**config.mk**
```make
export PLATFORM = sky130hd
export DESIGN_NAME = show_sw_display_flat
export DESIGN_NICKNAME = d
export VERILOG_FILES = /design/src/rtl/show_sw_display_if.sv /design/src/rtl/show_sw_display.sv /design/src/flat_wrapper.sv
export SDC_FILE = /design/constraint.sdc
export NUM_CORES = 1
export LEC_CHECK = 0
export BUFFER_PORTS_ARGS = -buffer_cell sky130_fd_sc_hd__buf_2
export CAP_MARGIN = 5
export CORE_AREA = 2 2 58 60
export CTS_CLUSTER_SIZE = 10
export DETAILED_ROUTE_END_ITERATION = 16
export DIE_AREA = 0 0 60 62
export GPL_TIMING_DRIVEN = 0
export PLACE_DENSITY = 0.57
export SLEW_MARGIN = 20
export SYNTH_ARGS = -nofsm -noshare
export SYNTH_HDL_FRONTEND = slang
export SYNTH_SLANG_ARGS = --single-unit
```
**constraint.sdc**
```tcl
create_clock -name clk -period 1.5 [get_ports clk]
set_clock_uncertainty 0.2 [all_clocks]
set_input_delay 0.075 -clock clk [delete_from_list [all_inputs] [get_ports clk]]
set_output_delay 0.075 -clock clk [all_outputs]
set_load 0.02 [all_outputs]
```
**src/rtl/show_sw_display_if.sv**
```systemverilog
// Board I/O bundle for show_sw_display: switch bank in, 7-segment and LED lines out.
// master = board/stimulus side, slave = show_sw_display.
interface show_sw_display_if;
  localparam int unsigned SW_W  = 4;
  localparam int unsigned CS_W  = 8;
  localparam int unsigned SEG_W = 7;
  localparam int unsigned LED_W = 4;

  logic [SW_W-1:0]  switch;   // active-low switches
  logic [CS_W-1:0]  num_csn;  // active-low digit selects
  logic [SEG_W-1:0] num_a_g;  // active-high segments, bit6=a .. bit0=g
  logic [LED_W-1:0] led;      // active-low LEDs

  modport master (output switch, input num_csn, num_a_g, led);
  modport slave  (input switch, output num_csn, num_a_g, led);
endinterface

```
**src/rtl/show_sw_display.sv**
```systemverilog
// show_sw_display: shows the inverted switch value as a hex digit on one
// 7-segment digit and the value held before the latest change on the LEDs.
// Optional macro SHOW_SW_DUAL_DIGIT_EN: time-multiplexes a second digit
// (DIGIT_SEL-1 mod 8) showing the previous value, driven by a SCAN_BITS counter.
module show_sw_display #(
  parameter int unsigned DIGIT_SEL = 7,
  parameter int unsigned SCAN_BITS = 16
) (
  input  logic               clk,
  input  logic               resetn,
  show_sw_display_if.slave   io
);

  localparam int unsigned VAL_W = 4;
  localparam int unsigned CS_W  = 8;
  localparam int unsigned SEG_W = 7;

  localparam int unsigned DIGIT_MAIN = DIGIT_SEL % CS_W;
  localparam int unsigned DIGIT_ALT  = (DIGIT_SEL + CS_W - 1) % CS_W;
  localparam logic [CS_W-1:0] CSN_MAIN = ~(CS_W'(1) << DIGIT_MAIN);
  localparam logic [CS_W-1:0] CSN_ALT  = ~(CS_W'(1) << DIGIT_ALT);

  logic [VAL_W-1:0] show_data;
  logic [VAL_W-1:0] show_data_r;
  logic [VAL_W-1:0] prev_data;
  logic [VAL_W-1:0] disp_data;
  logic [CS_W-1:0]  csn_next;

  // Hex digit to segment pattern (bit6=a .. bit0=g).
  function automatic logic [SEG_W-1:0] hex_seg(input logic [VAL_W-1:0] v);
    logic [SEG_W-1:0] seg;
    case (v)
      4'h0:    seg = 7'h7E;
      4'h1:    seg = 7'h30;
      4'h2:    seg = 7'h6D;
      4'h3:    seg = 7'h79;
      4'h4:    seg = 7'h33;
      4'h5:    seg = 7'h5B;
      4'h6:    seg = 7'h5F;
      4'h7:    seg = 7'h70;
      4'h8:    seg = 7'h7F;
      4'h9:    seg = 7'h7B;
      4'hA:    seg = 7'h77;
      4'hB:    seg = 7'h1F;
      4'hC:    seg = 7'h4E;
      4'hD:    seg = 7'h3D;
      4'hE:    seg = 7'h4F;
      default: seg = 7'h47;
    endcase
    return seg;
  endfunction

  // Sample the active-low switches and keep a one-cycle delayed copy.
  always_ff @(posedge clk or negedge resetn) begin
    if (!resetn) begin
      show_data   <= '0;
      show_data_r <= '0;
    end else begin
      show_data   <= ~io.switch;
      show_data_r <= show_data;
    end
  end

  // Capture the value that was current just before each change.
  always_ff @(posedge clk or negedge resetn) begin
    if (!resetn) begin
      prev_data <= '0;
    end else if (show_data != show_data_r) begin
      prev_data <= show_data_r;
    end
  end

  // LEDs are active-low copies of the previous value.
  always_ff @(posedge clk or negedge resetn) begin
    if (!resetn) begin
      io.led <= '1;
    end else begin
      io.led <= ~prev_data;
    end
  end

`ifdef SHOW_SW_DUAL_DIGIT_EN
  logic [SCAN_BITS-1:0] scan_cnt;
  logic                 scan_phase;

  assign scan_phase = scan_cnt[SCAN_BITS-1];

  // Free-running scan counter; its MSB picks which digit is lit.
  always_ff @(posedge clk or negedge resetn) begin
    if (!resetn) begin
      scan_cnt <= '0;
    end else begin
      scan_cnt <= scan_cnt + SCAN_BITS'(1);
    end
  end

  // Phase 0 shows the current value, phase 1 the previous one on the neighbour digit.
  always_comb begin
    disp_data = show_data;
    csn_next  = CSN_MAIN;
    if (scan_phase) begin
      disp_data = prev_data;
      csn_next  = CSN_ALT;
    end
  end
`else
  // Single digit always showing the current value.
  always_comb begin
    disp_data = show_data;
    csn_next  = CSN_MAIN;
  end

  // The scan width only matters in the dual-digit build.
  if (SCAN_BITS == 0) begin : g_scan_unused
  end
`endif

  // Registered digit select and segment drive.
  always_ff @(posedge clk or negedge resetn) begin
    if (!resetn) begin
      io.num_csn <= '1;
      io.num_a_g <= '0;
    end else begin
      io.num_csn <= csn_next;
      io.num_a_g <= hex_seg(disp_data);
    end
  end

endmodule

```
**src/flat_wrapper.sv**
```systemverilog
// flat-port wrapper written by rule: the top's interface ports become plain ports
module show_sw_display_flat 
#(
  parameter int unsigned DIGIT_SEL = 7,
  parameter int unsigned SCAN_BITS = 16
)
  (clk, resetn, io_switch, io_num_csn, io_num_a_g, io_led);
  show_sw_display_if io_i ();
  input  logic clk;
  input  logic resetn;
  input wire logic [$bits(io_i.switch)-1:0] io_switch;
  output wire logic [$bits(io_i.num_csn)-1:0] io_num_csn;
  output wire logic [$bits(io_i.num_a_g)-1:0] io_num_a_g;
  output wire logic [$bits(io_i.led)-1:0] io_led;
  assign io_i.switch = io_switch;
  assign io_num_csn = io_i.num_csn;
  assign io_num_a_g = io_i.num_a_g;
  assign io_led = io_i.led;
  show_sw_display #(.DIGIT_SEL(DIGIT_SEL), .SCAN_BITS(SCAN_BITS)) u_core (.clk(clk), .resetn(resetn), .io(io_i));
endmodule
```
### Word-level counts from Yosys, hierarchy flattened

Memories as Yosys holds them, arrays and structs flattened. A register that Yosys moved wholly into a read port is not among the register bits.
Cells that the tools add are included.

* add/sub/neg operators: 0
* divide/modulo/power cells: 0
* shift-type cells: 0
* bitwise gates (word level): 2
* order comparisons: 0
* multiply operators: 0
* eq/ne operators: 1
* mux-type cells: 0
* reduce and logical (&&, ||, !) cells: 1

Operator list (number)
* NOT 4 bit: 2
* inequality test 4 bit: 1
* logical NOT 1 bit: 1

* bits in read-only memories: 112
* RAM bits: 0
* latch bits: 0
* input bits: 6
* word-level logic and storage cells: 10
* output and inout bits: 19
* memories kept: 1
* flip-flop bits (word level): 17

Memories
* (no name shown): words 16, bits a word 7, read ports 1, clocked after Yosys merged registers in 1, write ports 0, RTL line show_sw_display.sv:32 `case (v)`

### Logic depth before layout (Yosys ltp)

Gate-level depths: netlist of run 1.

* word-level depth: 1
* mapped depth: 5
* gate-level depth less buffers: 5

### Least setup slack after synthesis of run 1

Ideal clock, no wire load.

* path kind: register to register
* start: register u_core.show_data[1] (netlist: u_core.disp_data[1])
* end: register u_core.prev_data[0]
* slack: -152 ps
* arrival: 1328 ps
* clock period less this slack: 1652 ps
* cell stages (with the launch flop): 4
* setup time: 125 ps
* required time: 1175 ps
* buffers on the path: 0
* cells stage by stage: dfrtp_1 -> xor2_1 -> nor4_4 -> mux2_2

* cells in the longest elaborated chain, start to end: 1

RTL lines
* start: declaration: RTL line show_sw_display.sv:23 `logic [VAL_W-1:0] show_data;`
* start signal: assignment: RTL line show_sw_display.sv:59 `show_data <= ~io.switch;`
* inequality test 4 bit: RTL line show_sw_display.sv:68 `end else if (show_data != show_data_r) begin`
* end signal: assignment: RTL line show_sw_display.sv:69 `prev_data <= show_data_r;`
* end: declaration: RTL line show_sw_display.sv:25 `logic [VAL_W-1:0] prev_data;`

Every way passes these cells.
A chain may end at the register's enable or synchronous reset.

### Final worst setup path of run 1

* start: register u_core.show_data[1] (netlist: u_core.disp_data[1])
* end: register u_core.prev_data[1]

The elaborated chain is that of the path after synthesis.

==> results of run 1 <==
-- cell usage after synthesis, types with 2 or more instances --
library cell   n  area share (%)
a21oi_1        3             1.4
buf_4          7             5.0
conb_1         2            0.71
dfrtp_1       19              45
dfstp_2        5              12
ha_1           7             8.3
inv_1         14             5.0
mux2_2         4             4.3
nand2_1        3             1.1
nor2_1         2            0.71
o21ai_0        4             1.9
xor2_1         4             3.3
-- sequential cells by signal, indices dropped and copies added (netlist names) --
signal and cells:
u_core.io.led 4, u_core.prev_data 4, u_core.io.num_a_g 7, u_core.disp_data 4
u_core.show_data_r 4, u_core.io.num_csn 1
-- cell families after synthesis --
kind of cell | count (synthesis)
xor+xnor | 4
simple gates | 11
mux | 6
buf+inv | 23
flops | 24
compound gates | 9
other cells | 2
fa+ha+maj | 7
-- report_power, final --
group / internal (mW) / switching [mW] / leakage, nW
registers: 0.699 / 0.0247 / 0.264
logic: 0.109 / 0.134 / 0.394
clock network: 0.270 / 0.195 / 0.0279
-- per-layer routing --
layer / track usage, % / up-vias / part of all wire, %
met3: 1.45 / 4 / 4.7
li1: - / 332 / -
met1: 10.8 / 296 / 43
met4: 6.67 / 0 / 2.9
met5: 0 / - / 0
met2: 16.1 / 22 / 50
-- final timing paths --
kind	startpoint	endpoint	slack (ns)	cells past startpoint
setup / recovery	u_core.disp_data[1]$_DFF_PN0_	u_core.prev_data[1]$_DFFE_PN0P_	-0.22	4
max in group asynchronous	resetn	u_core.disp_data[3]$_DFF_PN0_	0.66	2
hold / removal	resetn	u_core.prev_data[0]$_DFFE_PN0P_	0.04	2
hold reg to reg	u_core.prev_data[3]$_DFFE_PN0P_	u_core.io.led[3]$_DFF_PN1_	0.19	1
min in group clk	u_core.prev_data[3]$_DFFE_PN0P_	u_core.io.led[3]$_DFF_PN1_	0.19	1
setup reg to reg	u_core.disp_data[1]$_DFF_PN0_	u_core.prev_data[1]$_DFFE_PN0P_	-0.22	4
-- critical path: stages, from the launching register on --
cell and delay (ns):
dfrtp_2 0.47, xor2_2 0.16, nor4_4 0.29, buf_4 0.19, mux2_4 0.30
-- cell type report --
| type | count | share of cell area [%] |
|---|---|---|
| Buffer | 9 | 4.21 |
| Clock buffer | 3 | 1.55 |
| Clock inverter | 1 | 2.06 |
| Inverter | 14 | 3.95 |
| Multi-Input combinational cell | 45 | 29.3 |
| Sequential cell | 24 | 41.9 |
| Tap cell | 46 | 3.95 |
| Timing Repair Buffer | 29 | 13.1 |
-- timing repair --
action	CTS	global route
pin swaps	3	2
buffers inserted	4	4
gates cloned	0	0
endpoints found under the hold margin	28	0
resized for setup	9	14
hold buffers	5	0
setup endpoints to repair	7	9
==> impl_metrics.yaml, run 1 <==
routing:
  wire_per_inst_um: 9.81
  ant_nets: 0
  drt_iter0_drc: 5
  first_pass_iters: 2
  drt-total-wl_um: 1680
  vias: 654
  viasPerCell: 3.82
  drc: 0
logic_synthesis:
  syn_inst: 86
  synth_mux_area_share_pct: 7.37
  syn-cell-area_mm2: 0.00105
  synthAdderAreaFrac_pct: 8.32
  synth_xor_area_share_pct: 3.33
  async_reset_ff_share_pct: 100
  yosys.area_share.simple_pct: 6.78
  synth.distinct_cells: 24
  ys.flop_type: "dfrtp_1"
  synth_compound_area_share_pct: 4.99
  synth_area_per_cell_um2: 12.2
  synth_top_family_by_area: "buffers and inverters"
  ys_warn_count: 0
  synth-edff-count: 0
  synth-seq-cells: 24
  synth_seq_area_share_pct: 57.7
power:
  cellPowerDensity_mw_per_mm2: 983
  total_power_mw: 1.43
  p_leak_nw: 0.686
  irDropWorstVdd_mv: 0.293
clock_network:
  htree_levels: 1
  cts_tree: "built"
  cts.sinks: 24
  cts-root-buf: "clkbuf_4"
  cts.path.max_buffers: 2
  cts_buffers: 3
  clk-insertion-delay-late_ns: 0.32
  clk_pin_slew_worst_paths_ns: 0.14
layout:
  final_cells: 171
  post-route-util_pct: 45.8
  regArea_um2: 611
  insertedDiodeCount: 0
  nets: 139
  final_cell_mix: "18 x buf_2, 16 x dfrtp_1, 13 x buf_4, 10 x inv_1, 8 x conb_1"
  final_common_cell: "buf_2"
  drive_gt1_share_pct: 48.8
  multi_input_area_um2: 427
  n_fill_cell: 290
  final_area_mm2: 0.00146
  area_growth_pct: 38.5
grt:
  grt.total_usage_pct: 9.44
  grt-ovfl-total: 0
  grt_pass1_vias: 560
  grt_first_pass_wirelength_um: 2500
  antenna_found_initial: 0
  grt_max_degree: 25
sta:
  timing.fmax_mhz: 582
  maxSlewHeadroom_pct: 64.9
  drv_slew: 0
  fin_crit_sh_pct: 115
  worst_pin_slew_ns: 0.526
  grt_setup_unrepaired: "yes"
  fin_tns_setup_ns: -1.03
  period_minus_slack_ns: 1.72
  final.setup.worst_slack_ns: -0.219
  setup_viol: 6
  whs_ns: 0.0439
  final-hold-violation-count: 0
die:
  core_area_mm2: 0.00318
  start_util_pct: 33.1
  die-width_um: 60
  die-area_mm2: 0.00372
  die_h_um: 62
  row_count: 21
  io_pins: 25
critical_path:
  path_max_fanout: 4
  start_kind: "flop"
  critical_path_class: "flop to flop"
  arrival_ns: 1.73
  cp.required_ns: 1.51
  crit_path_end_kind: "flop"
run:
  drv_cap: 0
placed_design:
  dp_hpwl_um: 1140
  port-buffer-count: 17
  routabilityCongestion: 0.863
  placed_area_mm2: 0.00122
  place_inst: 155
  pre_cts_ws_ns: -0.246
outcome:
  outcome: "finished, violations left"
  violations: "setup timing"
worst_hold_path:
  hold_class: "input pin to async pin"
(Power assumes the default switching activity.)
==> inputs of run 2 (changes only) <==
Settings changed: ABC_CLOCK_PERIOD_IN_PS set to 1500, CTS_CLUSTER_DIAMETER set to 40, PLACE_DENSITY 0.57 to 0.53.
==> impl_metrics.yaml, run 2 (synthesis gave the netlist of run 1 again) <==
sta:
  worst_pin_slew_ns: 0.519
  final.setup.worst_slack_ns: -0.186
  maxSlewHeadroom_pct: 65.4
  grt_setup_unrepaired: "yes"
  drv_slew: 0
  fin_tns_setup_ns: -0.850
  whs_ns: 0.0641
  fin_crit_sh_pct: 112
  final-hold-violation-count: 0
  timing.fmax_mhz: 593
  period_minus_slack_ns: 1.69
  setup_viol: 6
grt:
  grt-ovfl-total: 0
  grt_first_pass_wirelength_um: 2680
  use_met1_pct: 11.7
  grt.total_usage_pct: 9.58
  busiest_layer: "met2"
  met2_usage_pct: 16.8
  grt_max_degree: 25
  use_met3_pct: 1.24
  grt_pass1_vias: 629
  antenna_found_initial: 0
placed_design:
  pre_cts_ws_ns: -0.256
  dp_hpwl_um: 1050
  port-buffer-count: 17
  routabilityCongestion: 0.846
  place_inst: 155
  placed_area_mm2: 0.00122
routing:
  drt-total-wl_um: 1740
  ant_nets: 0
  wire_per_inst_um: 9.92
  drc: 0
  drt_iter0_drc: 26
  first_pass_iters: 4
  viasPerCell: 3.90
  vias: 682
die:
  start_util_pct: 33.1
  die-width_um: 60
  die_h_um: 62
  row_count: 21
  io_pins: 25
  core_area_mm2: 0.00318
  die-area_mm2: 0.00372
layout:
  largest_register_ffs: 7
  largest-register: "u_core.io.num_a_g"
  insertedDiodeCount: 0
  post-route-util_pct: 46.6
  n_fill_cell: 284
  nets: 143
  area_growth_pct: 40.7
  final_area_mm2: 0.00148
  final_cells: 175
  final_cell_mix: "18 x buf_2, 17 x buf_4, 15 x dfrtp_1, 10 x inv_1, 8 x conb_1"
  drive_gt1_share_pct: 51.9
  final_common_cell: "buf_2"
clock_network:
  cts_tree: "built"
  cts.path.max_buffers: 2
  htree_levels: 1
  cts_buffers: 3
  clk-insertion-delay-late_ns: 0.31
  cts-root-buf: "clkbuf_4"
  clk_pin_slew_worst_paths_ns: 0.14
  cts.sinks: 24
power:
  irDropWorstVdd_mv: 0.353
  cellPowerDensity_mw_per_mm2: 972
  p_leak_nw: 0.703
  total_power_mw: 1.44
critical_path:
  path_max_fanout: 4
  critical_path_class: "flop to flop"
  crit_path_end_kind: "flop"
  worstReg2RegEnd: "u_core.prev_data[2]$_DFFE_PN0P_"
  cp-startpoint: "u_core.disp_data[1]$_DFF_PN0_"
  reg2reg_slack_ns: -0.19
  cp.required_ns: 1.51
  reg2regPathDepth: 4
  r2r-start: "u_core.disp_data[1]$_DFF_PN0_"
  arrival_ns: 1.70
  crit_end: "u_core.prev_data[2]$_DFFE_PN0P_"
  start_kind: "flop"
worst_hold_path:
  hold_class: "input pin to async pin"
outcome:
  violations: "setup timing"
  outcome: "finished, violations left"
run:
  drv_cap: 0
run 2: timing repair:
action / in CTS / in global routing
hold buffers: 5 / 0
endpoints found under the setup margin: 8 / 9
buffers inserted: 7 / 4
cloned: 0 / 0
gates resized for setup: 14 / 11
endpoints found under the hold margin: 28 / 0
pin swaps: 3 / 3
run 2: cell type report:
class                   count  area [um2]  area share (%)
well taps                  46        57.6            3.89
inverters                  14        57.6            3.89
clock inverters             1        30.0            2.03
multi-input cells          45         417            28.1
clock buffers               3        22.5            1.52
repair buffers             33         221            15.0
flip-flops and latches     24         612            41.3
plain buffers               9        62.6            4.23
run 2: critical path, stage by stage, from the launching register on:
cell and delay [ns]:
dfrtp_2 0.48, xor2_2 0.18, nor4_4 0.24, buf_4 0.18, mux2_4 0.30
run 2: report_power, final:
part / total, mW / internal (mW) / switching [mW]
registers: 0.723 / 0.700 / 0.0237
clock network: 0.467 / 0.270 / 0.197
logic: 0.248 / 0.114 / 0.134
run 2: routing by layer:
metal	part of all wire, %	vias to the layer above
met5	0	-
met4	1.7	0
met3	3.7	2
met2	54	18
met1	41	324
li1	-	338
run 2: worst min-delay path by stage:
stage	endpoint	startpoint	cells after the start
after CTS	u_core.prev_data[1]$_DFFE_PN0P_	resetn	2
after global placement	u_core.prev_data[0]$_DFFE_PN0P_	resetn	1
after detailed placement	u_core.prev_data[1]$_DFFE_PN0P_	resetn	1
after global routing	u_core.prev_data[1]$_DFFE_PN0P_	resetn	2
after floorplan	u_core.disp_data[0]$_DFF_PN0_	resetn	0
final	u_core.prev_data[1]$_DFFE_PN0P_	resetn	2
==> inputs of run 3 (changes only) <==
Settings changed: BUFFER_PORTS_ARGS -buffer_cell sky130_fd_sc_hd__buf_2 to -buffer_cell sky130_fd_sc_hd__buf_4, PLACE_DENSITY 0.53 to 0.58.
==> impl_metrics.yaml, run 3 (synthesis gave the netlist of run 1 again) <==
critical_path:
  critical_path_buf_inv_count: 1
  crit_path_end_kind: "flop"
  max_stage_delay_ns: 0.44
  critPathTopFamily: "flip-flops"
  cpMaxStageDelayCell: "dfrtp_1"
  critical_path_class: "flop to flop"
  start_kind: "flop"
  cp_cell_sequence: "xor2_2 > nor4_4 > buf_4 > mux2_4"
  reg2reg_slack_ns: -0.18
  cp.required_ns: 1.51
  arrival_ns: 1.69
  path_max_fanout: 4
outcome:
  outcome: "finished, violations left"
  violations: "setup timing"
grt:
  antenna_found_initial: 0
  grt_first_pass_wirelength_um: 2570
  grt_pass1_vias: 618
  grt-ovfl-total: 0
  grt.total_usage_pct: 9.41
  grt_max_degree: 25
die:
  io_pins: 25
  core_area_mm2: 0.00318
  die-width_um: 60
  row_count: 21
  start_util_pct: 33.1
  die_h_um: 62
  die-area_mm2: 0.00372
sta:
  period_minus_slack_ns: 1.68
  final-hold-violation-count: 0
  setup_viol: 5
  fin_crit_sh_pct: 112
  drv_slew: 0
  grt_setup_unrepaired: "yes"
  final.setup.worst_slack_ns: -0.183
  timing.fmax_mhz: 594
layout:
  largest-register: "u_core.io.num_a_g"
  nets: 138
  largest_register_ffs: 7
  area_growth_pct: 38.0
  drive_gt1_share_pct: 44.4
  final_common_cell: "buf_4"
  insertedDiodeCount: 0
  final_cells: 170
  final_cell_mix: "29 x buf_4, 16 x dfrtp_1, 13 x inv_1, 8 x conb_1, 6 x dlygate4sd3_1"
  post-route-util_pct: 45.7
  n_fill_cell: 299
power:
  seq_power_share_pct: 50.6
  irDropWorstVdd_mv: 0.304
  power_frac_clock_pct: 32.0
  p_leak_nw: 0.700
  comb_power_share_pct: 17.4
  cellPowerDensity_mw_per_mm2: 984
  switchingPower_mw: 0.340
  p_int_mw: 1.09
  switching_share_pct: 23.8
placed_design:
  place_inst: 155
  pre_cts_ws_ns: -0.284
  port-buffer-count: 17
  dp_hpwl_um: 1130
  routabilityCongestion: 0.814
clock_network:
  cts_tree: "built"
  cts.path.max_buffers: 2
  cts.sinks: 24
  cts_buffers: 3
  htree_levels: 1
  cts-root-buf: "clkbuf_4"
  clk-insertion-delay-late_ns: 0.31
  clk_pin_slew_worst_paths_ns: 0.13
worst_hold_path:
  hold_class: "flop to flop"
routing:
  vias: 663
  ant_nets: 0
  first_pass_iters: 4
  viasPerCell: 3.90
  drt-total-wl_um: 1580
  drc: 0
  drt_iter0_drc: 10
  wire_per_inst_um: 9.31
run:
  drv_cap: 0
[run 3: changes by cell type in the layout (fill, tap and decap cells not counted), moves of 2 or more]
cell / change
buf_2: -17
buf_4: +12
ha_1: +3
ha_4: -2
inv_1: +3
inv_4: -2
[run 3: stage by stage]
stage	power (mW)	area [um2]	TNS [ns]	hold slack, ns
finish	1.43	1450	-0.872	0.194
global route	1.50	1450	-1.31	0.198
CTS	1.43	1430	-0.831	0.192
detailed placement	0.951	1260	-1.37	-0.214
global placement	0.944	1260	-1.12	-0.219
floorplan	0.870	1070	-0.615	-0.421
[run 3: layout make-up]
type / count / area [um2] / share of cell area [%]
Sequential cell: 24 / 611 / 42.0
Multi-Input combinational cell: 45 / 392 / 27.0
Timing Repair Buffer: 28 / 225 / 15.5
Buffer: 9 / 62.6 / 4.31
Tap cell: 46 / 57.6 / 3.96
Inverter: 14 / 52.6 / 3.62
Clock inverter: 1 / 30.0 / 2.07
Clock buffer: 3 / 22.5 / 1.55
[run 3: final timing paths]
check	from	endpoint	depth (start not counted)
max in group asynchronous	resetn	u_core.io.led[3]$_DFF_PN1_	3
hold / removal	u_core.prev_data[2]$_DFFE_PN0P_	u_core.io.led[2]$_DFF_PN1_	1
setup reg to reg	u_core.show_data_r[1]$_DFF_PN0_	u_core.prev_data[1]$_DFFE_PN0P_	4
min in group asynchronous	resetn	u_core.prev_data[2]$_DFFE_PN0P_	3
hold reg to reg	u_core.prev_data[2]$_DFFE_PN0P_	u_core.io.led[2]$_DFF_PN1_	1
setup / recovery	u_core.show_data_r[1]$_DFF_PN0_	u_core.prev_data[1]$_DFFE_PN0P_	4
[run 3: power groups by stage]
stage                     Sequential [mW]  Clock, mW  Combinational [mW]
after CTS                           0.725      0.466               0.244
after detailed placement            0.736          0               0.215
after floorplan                     0.767          0               0.103
after global routing                0.730      0.494               0.274
after global placement              0.734          0               0.210
final                               0.724      0.458               0.248
[run 3: what timing repair did]
action                     CTS  global route
hold endpoints to repair    28             0
buffers inserted             3             2
hold buffers                 6             0
cloned                       0             0
setup endpoints to repair    7            11
gates resized for setup     10             5
pin swaps                    3             1
[run 3: per-layer routing]
| metal | up-vias | track usage (%) | part of all wire [%] |
|---|---|---|---|
| met5 | - | 0 | 0 |
| met4 | 0 | 4.76 | 0.44 |
| met3 | 2 | 1.86 | 3.8 |
| met2 | 18 | 16.1 | 52 |
| met1 | 315 | 11.3 | 43 |
| li1 | 328 | - | - |
